## src/rtl/pbus_lane_bridge.sv

```systemverilog
// ---------------------------------------------------------------------------
// pbus_lane_bridge
//
// Purpose:
//   This is a registered bridge between a narrow peripheral data bus (PD) and
//   a wide system data bus (SD).
//   - Each system access runs one strobed peripheral cycle per byte lane.
//   - The strobe is held for WAIT extra cycles.
//   - A wide access walks lanes 0..LANES-1 in order.
//   - A single access touches only sys_lane.
//   - Read bytes are assembled into an SD-wide register. That register is
//     all-ones at the start of every read, so lanes that are not read return
//     the pulled-high value.
//
// Optional feature:
//   `define PBUS_LANE_SWAP_EN  - peripheral lane k maps to SD lane LANES-1-k
//                                for both read placement and write slicing.
//                                pd_addr still carries k.
//   undefined (default)        - peripheral lane k maps to SD lane k.
//
// Ports:
//   clk           system clock
//   rst_n         asynchronous active-low reset
//   sys_req       start access (sampled only in IDLE)
//   sys_we        1 = write, 0 = read
//   sys_wide      1 = all lanes, 0 = single lane sys_lane
//   sys_lane      lane for a single access
//   sys_wdata     SD-wide write data
//   sys_force_hi  combinationally forces sys_rdata to all-ones
//   sys_rdata     assembled read data
//   sys_busy      access in progress (accept+1 .. DONE)
//   sys_ack       one-cycle completion pulse
//   pd_addr       lane index of the current peripheral cycle
//   pd_rd_n       peripheral read strobe, active-low
//   pd_wr_n       peripheral write strobe, active-low
//   pd_dout       peripheral write data
//   pd_din        peripheral read data
// ---------------------------------------------------------------------------
module pbus_lane_bridge #(
  parameter  int PD_W  = 8,
  parameter  int LANES = 2,
  parameter  int WAIT  = 2,
  localparam int LW    = $clog2(LANES),
  localparam int SYS_W = PD_W * LANES
) (
  input  logic             clk,
  input  logic             rst_n,
  input  logic             sys_req,
  input  logic             sys_we,
  input  logic             sys_wide,
  input  logic [LW-1:0]    sys_lane,
  input  logic [SYS_W-1:0] sys_wdata,
  input  logic             sys_force_hi,
  output logic [SYS_W-1:0] sys_rdata,
  output logic             sys_busy,
  output logic             sys_ack,
  output logic [LW-1:0]    pd_addr,
  output logic             pd_rd_n,
  output logic             pd_wr_n,
  output logic [PD_W-1:0]  pd_dout,
  input  logic [PD_W-1:0]  pd_din
);

  localparam logic [LW-1:0] LAST_LANE = LW'(LANES - 1);

  typedef enum logic [2:0] {
    S_IDLE,
    S_SETUP,
    S_STROBE,
    S_HOLD,
    S_DONE
  } state_t;

  state_t             r_state;
  state_t             w_state_nx;
  logic               r_we;
  logic               r_wide;
  logic [LW-1:0]      r_lane;
  logic [SYS_W-1:0]   r_wdata;
  logic [3:0]         r_wait;
  logic [SYS_W-1:0]   r_rdata;
  logic               r_rd_n;
  logic               r_wr_n;
  logic [LW-1:0]      r_addr;
  logic [PD_W-1:0]    r_dout;
  logic               r_ack;
  logic               r_busy;

  logic [LW-1:0]      w_lane_nx;
  logic [SYS_W-1:0]   w_wdata_nx;
  logic [PD_W-1:0]    w_dout_nx;
  logic               w_more_lanes;
  logic               w_lane_ok;

  // Maps a peripheral lane index to the SD lane it occupies. An out-of-range
  // index maps to an out-of-range SD lane in both modes, so the lane loops
  // below never match it.
  function automatic logic [LW-1:0] f_sd_lane(input logic [LW-1:0] k);
`ifdef PBUS_LANE_SWAP_EN
    return LAST_LANE - k;
`else
    return k;
`endif
  endfunction

  // A lane index can only be out of range when LANES is not a power of two.
  // Such an access still sequences to DONE, but it never drives a strobe.
  if (LANES == (1 << LW)) begin : g_lane_pow2
    assign w_lane_ok = 1'b1;
  end else begin : g_lane_npow2
    assign w_lane_ok = (r_lane <= LAST_LANE);
  end

  assign w_more_lanes = r_wide && (r_lane < LAST_LANE);

  // FSM state register
  always_ff @(posedge clk or negedge rst_n) begin
    if (!rst_n) r_state <= S_IDLE;
    else        r_state <= w_state_nx;
  end

  always_comb begin
    w_state_nx = r_state;
    case (r_state)
      S_IDLE:   if (sys_req) w_state_nx = S_SETUP;
      S_SETUP:  w_state_nx = S_STROBE;
      S_STROBE: if (r_wait == 4'd0) w_state_nx = S_HOLD;
      S_HOLD:   w_state_nx = w_more_lanes ? S_SETUP : S_DONE;
      S_DONE:   w_state_nx = S_IDLE;
      default:  w_state_nx = S_IDLE;
    endcase
  end

  // The lane and the write data for the next SETUP cycle come either from the
  // request being accepted (IDLE) or from the access already in flight.
  // pd_addr and pd_dout can therefore be registered on the edge that enters
  // SETUP.
  always_comb begin
    w_lane_nx = r_lane;
    case (r_state)
      S_IDLE:  w_lane_nx = sys_wide ? '0 : sys_lane;
      S_HOLD:  if (w_more_lanes) w_lane_nx = r_lane + LW'(1);
      default: w_lane_nx = r_lane;
    endcase
  end

  assign w_wdata_nx = (r_state == S_IDLE) ? sys_wdata : r_wdata;

  always_comb begin
    w_dout_nx = '0;
    for (int l = 0; l < LANES; l++) begin
      if (LW'(l) == f_sd_lane(w_lane_nx)) w_dout_nx = w_wdata_nx[l*PD_W +: PD_W];
    end
  end

  // Access capture, wait counter, strobes and read assembly
  always_ff @(posedge clk or negedge rst_n) begin
    if (!rst_n) begin
      r_we    <= 1'b0;
      r_wide  <= 1'b0;
      r_lane  <= '0;
      r_wdata <= '0;
      r_wait  <= 4'd0;
      r_rdata <= '1;
      r_rd_n  <= 1'b1;
      r_wr_n  <= 1'b1;
      r_addr  <= '0;
      r_dout  <= '0;
      r_ack   <= 1'b0;
      r_busy  <= 1'b0;
    end else begin
      r_lane <= w_lane_nx;
      r_ack  <= (r_state == S_DONE);

      if (r_state == S_IDLE && sys_req) begin
        r_we    <= sys_we;
        r_wide  <= sys_wide;
        r_wdata <= sys_wdata;
        r_busy  <= 1'b1;
        if (!sys_we) r_rdata <= '1;
      end else if (r_state == S_DONE) begin
        r_busy <= 1'b0;
      end

      if (w_state_nx == S_SETUP) begin
        r_addr <= w_lane_nx;
        r_dout <= w_dout_nx;
      end

      if (r_state == S_SETUP) begin
        r_wait <= 4'(WAIT);
      end else if (r_state == S_STROBE && r_wait != 4'd0) begin
        r_wait <= r_wait - 4'd1;
      end

      // The strobes are registered from the next state, so they go low on
      // exactly the STROBE cycles.
      r_rd_n <= !((w_state_nx == S_STROBE) && !r_we && w_lane_ok);
      r_wr_n <= !((w_state_nx == S_STROBE) &&  r_we && w_lane_ok);

      if (r_state == S_STROBE && r_wait == 4'd0 && !r_we) begin
        for (int l = 0; l < LANES; l++) begin
          if (LW'(l) == f_sd_lane(r_lane)) r_rdata[l*PD_W +: PD_W] <= pd_din;
        end
      end
    end
  end

  assign sys_rdata = r_rdata | {SYS_W{sys_force_hi}};
  assign sys_busy  = r_busy;
  assign sys_ack   = r_ack;
  assign pd_addr   = r_addr;
  assign pd_rd_n   = r_rd_n;
  assign pd_wr_n   = r_wr_n;
  assign pd_dout   = r_dout;

endmodule

```

## config.mk

```make
export PLATFORM = sky130hd
export DESIGN_NAME = pbus_lane_bridge
export DESIGN_NICKNAME = d
export VERILOG_FILES = /design/src/rtl/pbus_lane_bridge.sv
export SDC_FILE = /design/constraint.sdc
export NUM_CORES = 1
export LEC_CHECK = 0
export CORE_ASPECT_RATIO = 0.7
export CORE_MARGIN = 3
export CORE_UTILIZATION = 27
export DETAILED_ROUTE_END_ITERATION = 12
export PLACE_DENSITY = 0.56
export RECOVER_POWER = 50
export SLEW_MARGIN = 10
export SYNTH_ARGS = -nofsm -noshare
export SYNTH_HDL_FRONTEND = slang
export SYNTH_SLANG_ARGS = --single-unit
```

## constraint.sdc

```tcl
create_clock -name clk -period 2 [get_ports clk]
set_input_delay 0.5 -clock clk [delete_from_list [all_inputs] [get_ports clk]]
set_output_delay 0.5 -clock clk [all_outputs]
set_load 0.01 [all_outputs]
```

== Word-level counts from Yosys, hierarchy flattened ==
Index checks and enable logic that the tools add are counted.

* Register bits: 55
* Bits of input ports: 31
* Output and inout bits: 29
* Word-level logic and storage cells: 56

* Add/subtract/negate cells: 2
* Order comparisons: 1
* Equality and inequality tests: 6
* Mux-type cells: 18
* Bitwise gates (word level): 1
* Reduce and logical (&&, ||, !) cells: 15

{| class="wikitable"
|+ Operators with widths
! kind !! count
|-
| 16-bit two-way mux || 4
|-
| 8-bit two-way mux || 3
|-
| 16-bit OR || 1
|-
| 3-bit one-hot mux with 4 select lines || 1
|-
| 3-bit by 2-bit == test with 1-bit output, second input constant || 3
|-
| 3-bit two-way mux || 3
|-
| 4-bit two-way mux || 2
|-
| 1-bit logical AND || 7
|-
| 3-bit by 1-bit == test with 1-bit output, second input constant || 2
|-
| 4-bit logical NOT || 1
|-
| 1-bit two-way mux || 4
|-
| 2-bit nonzero test || 2
|-
| 4-bit nonzero test || 1
|-
| 4-bit by 1-bit subtractor with 4-bit output, second input constant || 1
|-
| 3-bit == test, second input constant || 1
|-
| 1-bit logical NOT || 3
|-
| 3-bit logical NOT || 1
|-
| 1-bit one-hot mux with 2 select lines || 1
|-
| 1-bit adder, second input constant || 1
|-
| 1-bit < comparator, second input constant || 1
|}

== Longest topological paths before layout ==
Gate-level depths: netlist of the first run.

* Depth after elaboration: 7
* Depth in mapped cells: 8
* Depth with buffers taken out: 6

== Worst setup path before layout of the first run ==
Ideal clock, no wire load.

* Path kind: flip-flop to flip-flop
* Start: register r_wait[0]
* End: register r_rdata[0]
* Library setup time: 0.078 ns
* Data arrival time: 1.839 ns
* Setup slack: 0.083 ns
* Stages on the path, launching flop included: 8
* Path buffers: 2
* Clock period less this slack: 1.917 ns
* Cells stage by stage: dfrtp_1 -> inv_1 -> ha_1 -> or3b_1 -> clkbuf_1 -> or3_1 -> buf_6 -> o22a_2

* Longest elaborated chain between the ends: 4

{| class="wikitable"
|+ RTL lines
! what !! line !! source
|-
| start, declared || 80 || <nowiki>logic [3:0] r_wait;</nowiki>
|-
| start signal, assigned || 191 || <nowiki>r_wait <= 4'(WAIT);</nowiki>
|-
| start signal, assigned || 193 || <nowiki>r_wait <= r_wait - 4'd1;</nowiki>
|-
| 4-bit logical NOT || 201 || <nowiki>if (r_state == S_STROBE && r_wait == 4'd0 && !r_we) begin</nowiki>
|-
| 1-bit logical AND (2 in series) || 201 ||
|-
| 16-bit two-way mux || 201 ||
|-
| end signal, assigned by index || 203 || <nowiki>if (LW'(l) == f_sd_lane(r_lane)) r_rdata[l*PD_W +: PD_W] <= pd_din;</nowiki>
|-
| end, declared || 81 || <nowiki>logic [SYS_W-1:0] r_rdata;</nowiki>
|}

Every way passes these cells.
A chain may end at the register's enable or synchronous reset.

== Final worst setup path of the first run ==
* Start: input sys_force_hi
* End: output sys_rdata[1]

* Longest elaborated chain between the ends: 1

{| class="wikitable"
|+ RTL lines
! what !! line !! source
|-
| start, declared || 53 || <nowiki>input logic sys_force_hi,</nowiki>
|-
| 16-bit OR || 209 || <nowiki>assign sys_rdata = r_rdata | {SYS_W{sys_force_hi}};</nowiki>
|-
| end, declared || 54 || <nowiki>output logic [SYS_W-1:0] sys_rdata,</nowiki>
|}

Every way passes these cells.

==> results of run 1 <==
[how the worst max path moves through the flow]
stage	startpoint	end	slack, ns	cells past startpoint
after floorplan	r_wait[0]	r_rdata[0]	0.08	7
after global placement	sys_force_hi	sys_rdata[0]	-0.36	4
after detailed placement	sys_force_hi	sys_rdata[12]	-0.36	4
after CTS	r_wait[1]	r_rdata[7]	0.006	6
after global routing	r_wait[1]	r_rdata[7]	0.04	6
final	sys_force_hi	sys_rdata[1]	0.09	4
[state kept, by name, indices dropped and copies added (netlist names)]
name,flops
r_rdata,16
r_wdata,16
pd_dout,8
r_wait,4
r_state,3
pd_addr,1
pd_rd_n,1
pd_wr_n,1
r_lane,1
r_we,1
r_wide,1
sys_ack,1
sys_busy,1
[metrics by stage]
stage | total power [mW] | hold WS [ns] | instance area (um^2) | setup TNS (ns) | utilization, %
5_1_grt | 5.73 | 0.484 | 3660 | 0 | 38.8
3_3_place_gp | 4.47 | 0.446 | 3530 | -9.22 | 37.4
6_report | 5.31 | 0.438 | 3660 | 0 | 38.8
2_1_floorplan | 3.55 | 0.204 | 2720 | 0 | -
4_1_cts | 5.42 | 0.215 | 3680 | 0 | 39.0
3_5_place_dp | 4.53 | 0.446 | 3530 | -9.14 | 37.4
[repair_timing]
item | in CTS | in global routing
gates cloned | 1 | 0
gates resized for setup | 54 | 1
endpoints found under the setup margin | 24 | 8
hold buffers | 0 | 0
[power breakdown]
part           total [mW]  switching (mW)  internal, mW
Combinational        2.38            1.11          1.27
Sequential           2.03           0.321          1.71
Clock               0.900           0.421         0.479
Total                5.31            1.85          3.46
[Yosys cell counts]
cell       number
dfrtp_1        37
nand2_1        32
mux2_2         19
or3_1          19
dfstp_2        18
or2_2          16
a21oi_1        12
and3_1          8
o22a_1          8
o22a_2          8
o31ai_1         8
clkbuf_1        7
buf_2           6
inv_1           5
o21ai_0         5
buf_6           4
nand3_1         3
nor2_1          3
nor2b_1         3
a21o_1          2
a32o_1          2
buf_1           2
ha_1            2
nand2b_1        2
nor3_1          2
or3b_1          2
a211o_1         1
a2bb2oi_1       1
a31oi_1         1
and4b_1         1
nand2_4         1
nand2_8         1
nand4b_1        1
nor3_2          1
nor3b_1         1
nor4_1          1
nor4b_1         1
o22ai_1         1
o2bb2ai_1       1
o31a_1          1
or2b_1          1
or4b_1          1
[cells by family after synthesis]
family / after synthesis / synth area share, %
AND/OR/NAND/NOR: 100 / 21.1
buffers and inverters: 24 / 4.70
flip-flops: 55 / 51.5
adder cells (fa/ha/maj): 2 / 0.921
multiplexers: 19 / 7.87
AO/OA/AOI/OAI: 51 / 13.9
[layer usage]
layer,GRT usage [%],vias to the layer above
li1,-,1022
met2,16.5,45
met5,0,-
met4,1.70,0
met1,17.6,1024
met3,2.96,2
[cell type report]
type / count / area [um^2]
Tap cell: 124 / 155
Clock inverter: 3 / 26.3
Multi-Input combinational cell: 172 / 1210
Fill cell: 958 / 5780
Clock buffer: 5 / 125
Sequential cell: 55 / 1400
Inverter: 5 / 18.8
Timing Repair Buffer: 78 / 727
[worst max-delay path, stage by stage]
cell and delay (ns):
dlygate4sd2_1 0.26, buf_4 0.16, or2_2 0.27, clkdlybuf4s15_2 0.23
==> impl_metrics.toml, run 1 <==
[grt]
grt-ovfl-total = 0
grt.total_usage_pct = 11.5
grt_pass1_vias = 2085
grt_first_pass_wirelength_um = 10800
antenna_found_initial = 0
grt_max_degree = 56

[layout]
final_cells = 442
diodes = 0
fin_nets = 350
final_common_cell = "dfrtp_1"
syn_to_final_growth_pct = 34.6
final_cell_mix = "37 x dfrtp_1, 36 x clkdlybuf4s50_1, 32 x nand2_1"
drive_gt1_share_pct = 33.0

[sta]
worst_slew_margin_rel_pct = 9.84
tightest_slew_ns = 1.35
finClkSkew_ns = 0.00360
period_share_pct = 95.7
fin_crit_ns = 1.91
setup_violations = 0
finalHoldViolations = 0
fmax_ghz = 0.523
rsz0062_at_grt = "no"
setup_ws_ns = 0.0864
slew_violations = 0

[hold_path]
hp-start = "r_we"
worstHoldPathType = "flop to flop"
min_to = "pd_wr_n"
holdPathStages = 1

[worst_setup_path]
r2r_start = "r_wait[1]"
endpoint_kind = "primary output"
path_class = "primary input to primary output"
rr_worst_depth = 6
worst_ep_required_time_ns = 1.50
r2r_setup_slack_ns = 0.17
r2r_end = "r_rdata[13]"
worstSetupStartpointType = "primary input"
crit_fanout = 8
cp_data_arrival_time_ns = 1.41

[placed_design]
place_congestion = 0.748
dp.cells = 433
dp_hpwl_um = 4530
port_buffers = 59
dp_worst_setup_slack_ns = -0.360

[floorplanning]
rows = 29
die_w_um = 126
die_y_um = 89.9
dieArea_mm2 = 0.0113
ios = 60
initial_core_util_pct = 28.8
core_region_area_mm2 = 0.00943

[job]
cap_violations = 0

[route]
first_pass_iters = 4
drtAntennaViolNets = 0
via_per_inst = 4.74
drc_errors = 0
wl_met3_um = 306
wirelength_um = 6470
drt_iter0_markers = 83
met1Wirelength_um = 3420
topRoutingLayerUsed = "met4"
wl_met2_um = 2720
vias = 2093
wire_per_inst_um = 14.6

[logic_synthesis]
yosysTopAreaCell = "dfrtp_1"
yosysUniqueCellTypes = 42
syn_area_mm2 = 0.00272
synth_area_leaders = "dfrtp_1 34%, dfstp_2 17%, mux2_2 7.9%"
yosysTopAreaCellShare_pct = 34.1
ys_seq_elements = 55
synthesis.nets = 284
synth_warnings = 0
syn_area_per_cell_um2 = 10.8
syn_inst = 251
synth-seq-area-share_pct = 51.5

[clock_network]
clkSinkCount = 55
cts_max_level = 2
root_buffer = "clkbuf_16"
cts_made_buffers = 5
path_clk_slew_ns = 0.08
post_cts_buffers = 0
cts_buffer_depth = 2
clk_latency_ns = 0.29
cts_tree = "yes"

[power]
leakage_nw = 1.51
ir_drop_mv = 0.536
powerDensity_mw_per_mm2 = 1450

[run_status]
status = "finished, final reports clean"
(Power assumes the default switching activity.)
==> run 2, diff against run 1 <==
--- a/config.mk
+++ b/config.mk
@@ -5,11 +5,13 @@
 export SDC_FILE = /design/constraint.sdc
 export NUM_CORES = 1
 export LEC_CHECK = 0
+export CELL_PAD_IN_SITES_DETAIL_PLACEMENT = 1
+export CELL_PAD_IN_SITES_GLOBAL_PLACEMENT = 1
 export CORE_ASPECT_RATIO = 0.7
 export CORE_MARGIN = 3
 export CORE_UTILIZATION = 27
 export DETAILED_ROUTE_END_ITERATION = 12
-export PLACE_DENSITY = 0.56
+export PLACE_DENSITY = 0.67
 export RECOVER_POWER = 50
 export SLEW_MARGIN = 10
 export SYNTH_ARGS = -nofsm -noshare
==> run 2 against run 1 <==
  * Hold slack improved by 0.016 ns
  * Register-to-register slack got worse by 0.05 ns
  * Cell count rose by 0.23%
  * First-iteration DRC count rose by 14%
  * Design area rose by 0.92%
  * Maximum frequency fell by 0.56%
  * Utilization rose by 0.36 points
  * Clock power rose by 8.9%
  * Critical endpoint is now sys_rdata[10]
==> impl_metrics.toml, run 2 (synthesized netlist as in run 1, its figures left out) <==
[hold_path]
worstHoldPathType = "primary input to async pin"

[worst_setup_path]
cp_data_arrival_time_ns = 1.42
worstSetupStartpointType = "primary input"
crit_chain = "dlygate4sd2_1, buf_6, or2_2, clkdlybuf4s15_2"
slowest_delay_ns = 0.29
crit_fanout = 8
path_class = "primary input to primary output"
slowest_stage = "or2_2"
endpoint_kind = "primary output"
worst_ep_required_time_ns = 1.50

[route]
drt_iter0_markers = 95
drc_errors = 0
wire_per_inst_um = 16.2
via_per_inst = 4.87
vias = 2158
wirelength_um = 7170
drtAntennaViolNets = 0
first_pass_iters = 4

[floorplanning]
die_y_um = 89.9
ios = 60
dieArea_mm2 = 0.0113
die_w_um = 126
initial_core_util_pct = 28.8
rows = 29
core_region_area_mm2 = 0.00943

[grt]
grt-ovfl-total = 0
grt.total_usage_pct = 13.0
grt_max_degree = 33
grt_pass1_vias = 2267
grt_first_pass_wirelength_um = 11900
antenna_found_initial = 0

[clock_network]
clkSinkCount = 55
cts_made_buffers = 5
cts_tree = "yes"
path_clk_slew_ns = 0.07
cts_buffer_depth = 2
cts-hold-fix-buffers = 0
cts_resized = 45
post_cts_buffers = 0
root_buffer = "clkbuf_16"
clk_latency_ns = 0.30
cts_max_level = 2

[sta]
setup_violations = 0
final.setup.tns_ns = 0
tightest_slew_ns = 1.27
finalHoldViolations = 0
fin_crit_ns = 1.92
worst_slew_margin_rel_pct = 15.5
slew_violations = 0
period_share_pct = 96.2
finClkSkew_ns = 0.00586
fmax_ghz = 0.520
rsz0062_at_grt = "no"
setup_ws_ns = 0.0756

[job]
cap_violations = 0

[layout]
diodes = 0
final_cell_mix = "37 x dfrtp_1, 34 x clkdlybuf4s50_1, 32 x nand2_1"
drive_gt1_share_pct = 31.0
num-fill-cells = 1058
final_cells = 443
final_common_cell = "dfrtp_1"
syn_to_final_growth_pct = 35.9
fin_nets = 351

[placed_design]
port_buffers = 59
place_congestion = 0.725
dp_hpwl_um = 5160
dp.cells = 434
dp_worst_setup_slack_ns = -0.370

[power]
clkPwrFrac_pct = 17.9
seqPwrFrac_pct = 36.8
ir_drop_mv = 0.478
leakage_nw = 1.53
swShare_pct = 35.5
netSwitchingPower_mw = 1.94
p_comb_share_pct = 45.3
powerDensity_mw_per_mm2 = 1480
p_int_mw = 3.53
fin_total_pwr_mw = 5.46

[run_status]
status = "finished, final reports clean"
[run 2: final cells by class]
| class | count | area [um^2] | area share, % |
|---|---|---|---|
| sequential | 55 | 1400 | 37.9 |
| multi-input combinational | 172 | 1210 | 32.7 |
| timing repair buffer | 79 | 747 | 20.2 |
| tap | 124 | 155 | 4.20 |
| clock buffer | 6 | 150 | 4.07 |
| inverter | 5 | 18.8 | 0.508 |
| clock inverter | 2 | 15.0 | 0.407 |
[run 2: metal layers]
layer / share of wire, % / GRT usage, % / vias to the layer above
met4: 0.95 / 3.48 / 0
met1: 50 / 18.6 / 1076
met2: 44 / 19.9 / 47
met5: 0 / 0 / -
met3: 4.2 / 2.96 / 4
li1: - / - / 1031
[run 2: stage by stage]
step	hold WS [ns]	instance area, um^2	util [%]
3_3_place_gp	0.459	3520	37.3
2_1_floorplan	0.204	2720	-
5_1_grt	0.516	3690	39.1
3_5_place_dp	0.469	3520	37.3
6_report	0.454	3690	39.1
4_1_cts	0.212	3710	39.4
[run 2: final timing paths]
path	startpoint	to	slack, ns	cells after the start
hold reg to reg	r_we	pd_wr_n	0.47	1
max in group asynchronous	rst_n	r_wait[3]	0.34	2
hold / removal	rst_n	pd_dout[4]	0.45	1
setup / recovery	sys_force_hi	sys_rdata[10]	0.08	4
setup reg to reg	r_wait[0]	r_rdata[12]	0.12	6
min in group clk	r_we	pd_wr_n	0.47	1
[run 2: power by group through the flow]
stage	Sequential, mW	Clock [mW]	Combinational, mW
2_1_floorplan	1.97	0	1.58
3_3_place_gp	2.01	0	2.50
3_5_place_dp	2.03	0	2.57
4_1_cts	2.02	1.02	2.55
5_1_grt	2.09	1.07	2.75
6_report	2.01	0.980	2.47
[run 2: critical path, delay by kind of cell]
family                 cells  cell delay (ns)
AND/OR/NAND/NOR            1             0.29
buffers and inverters      3             0.64
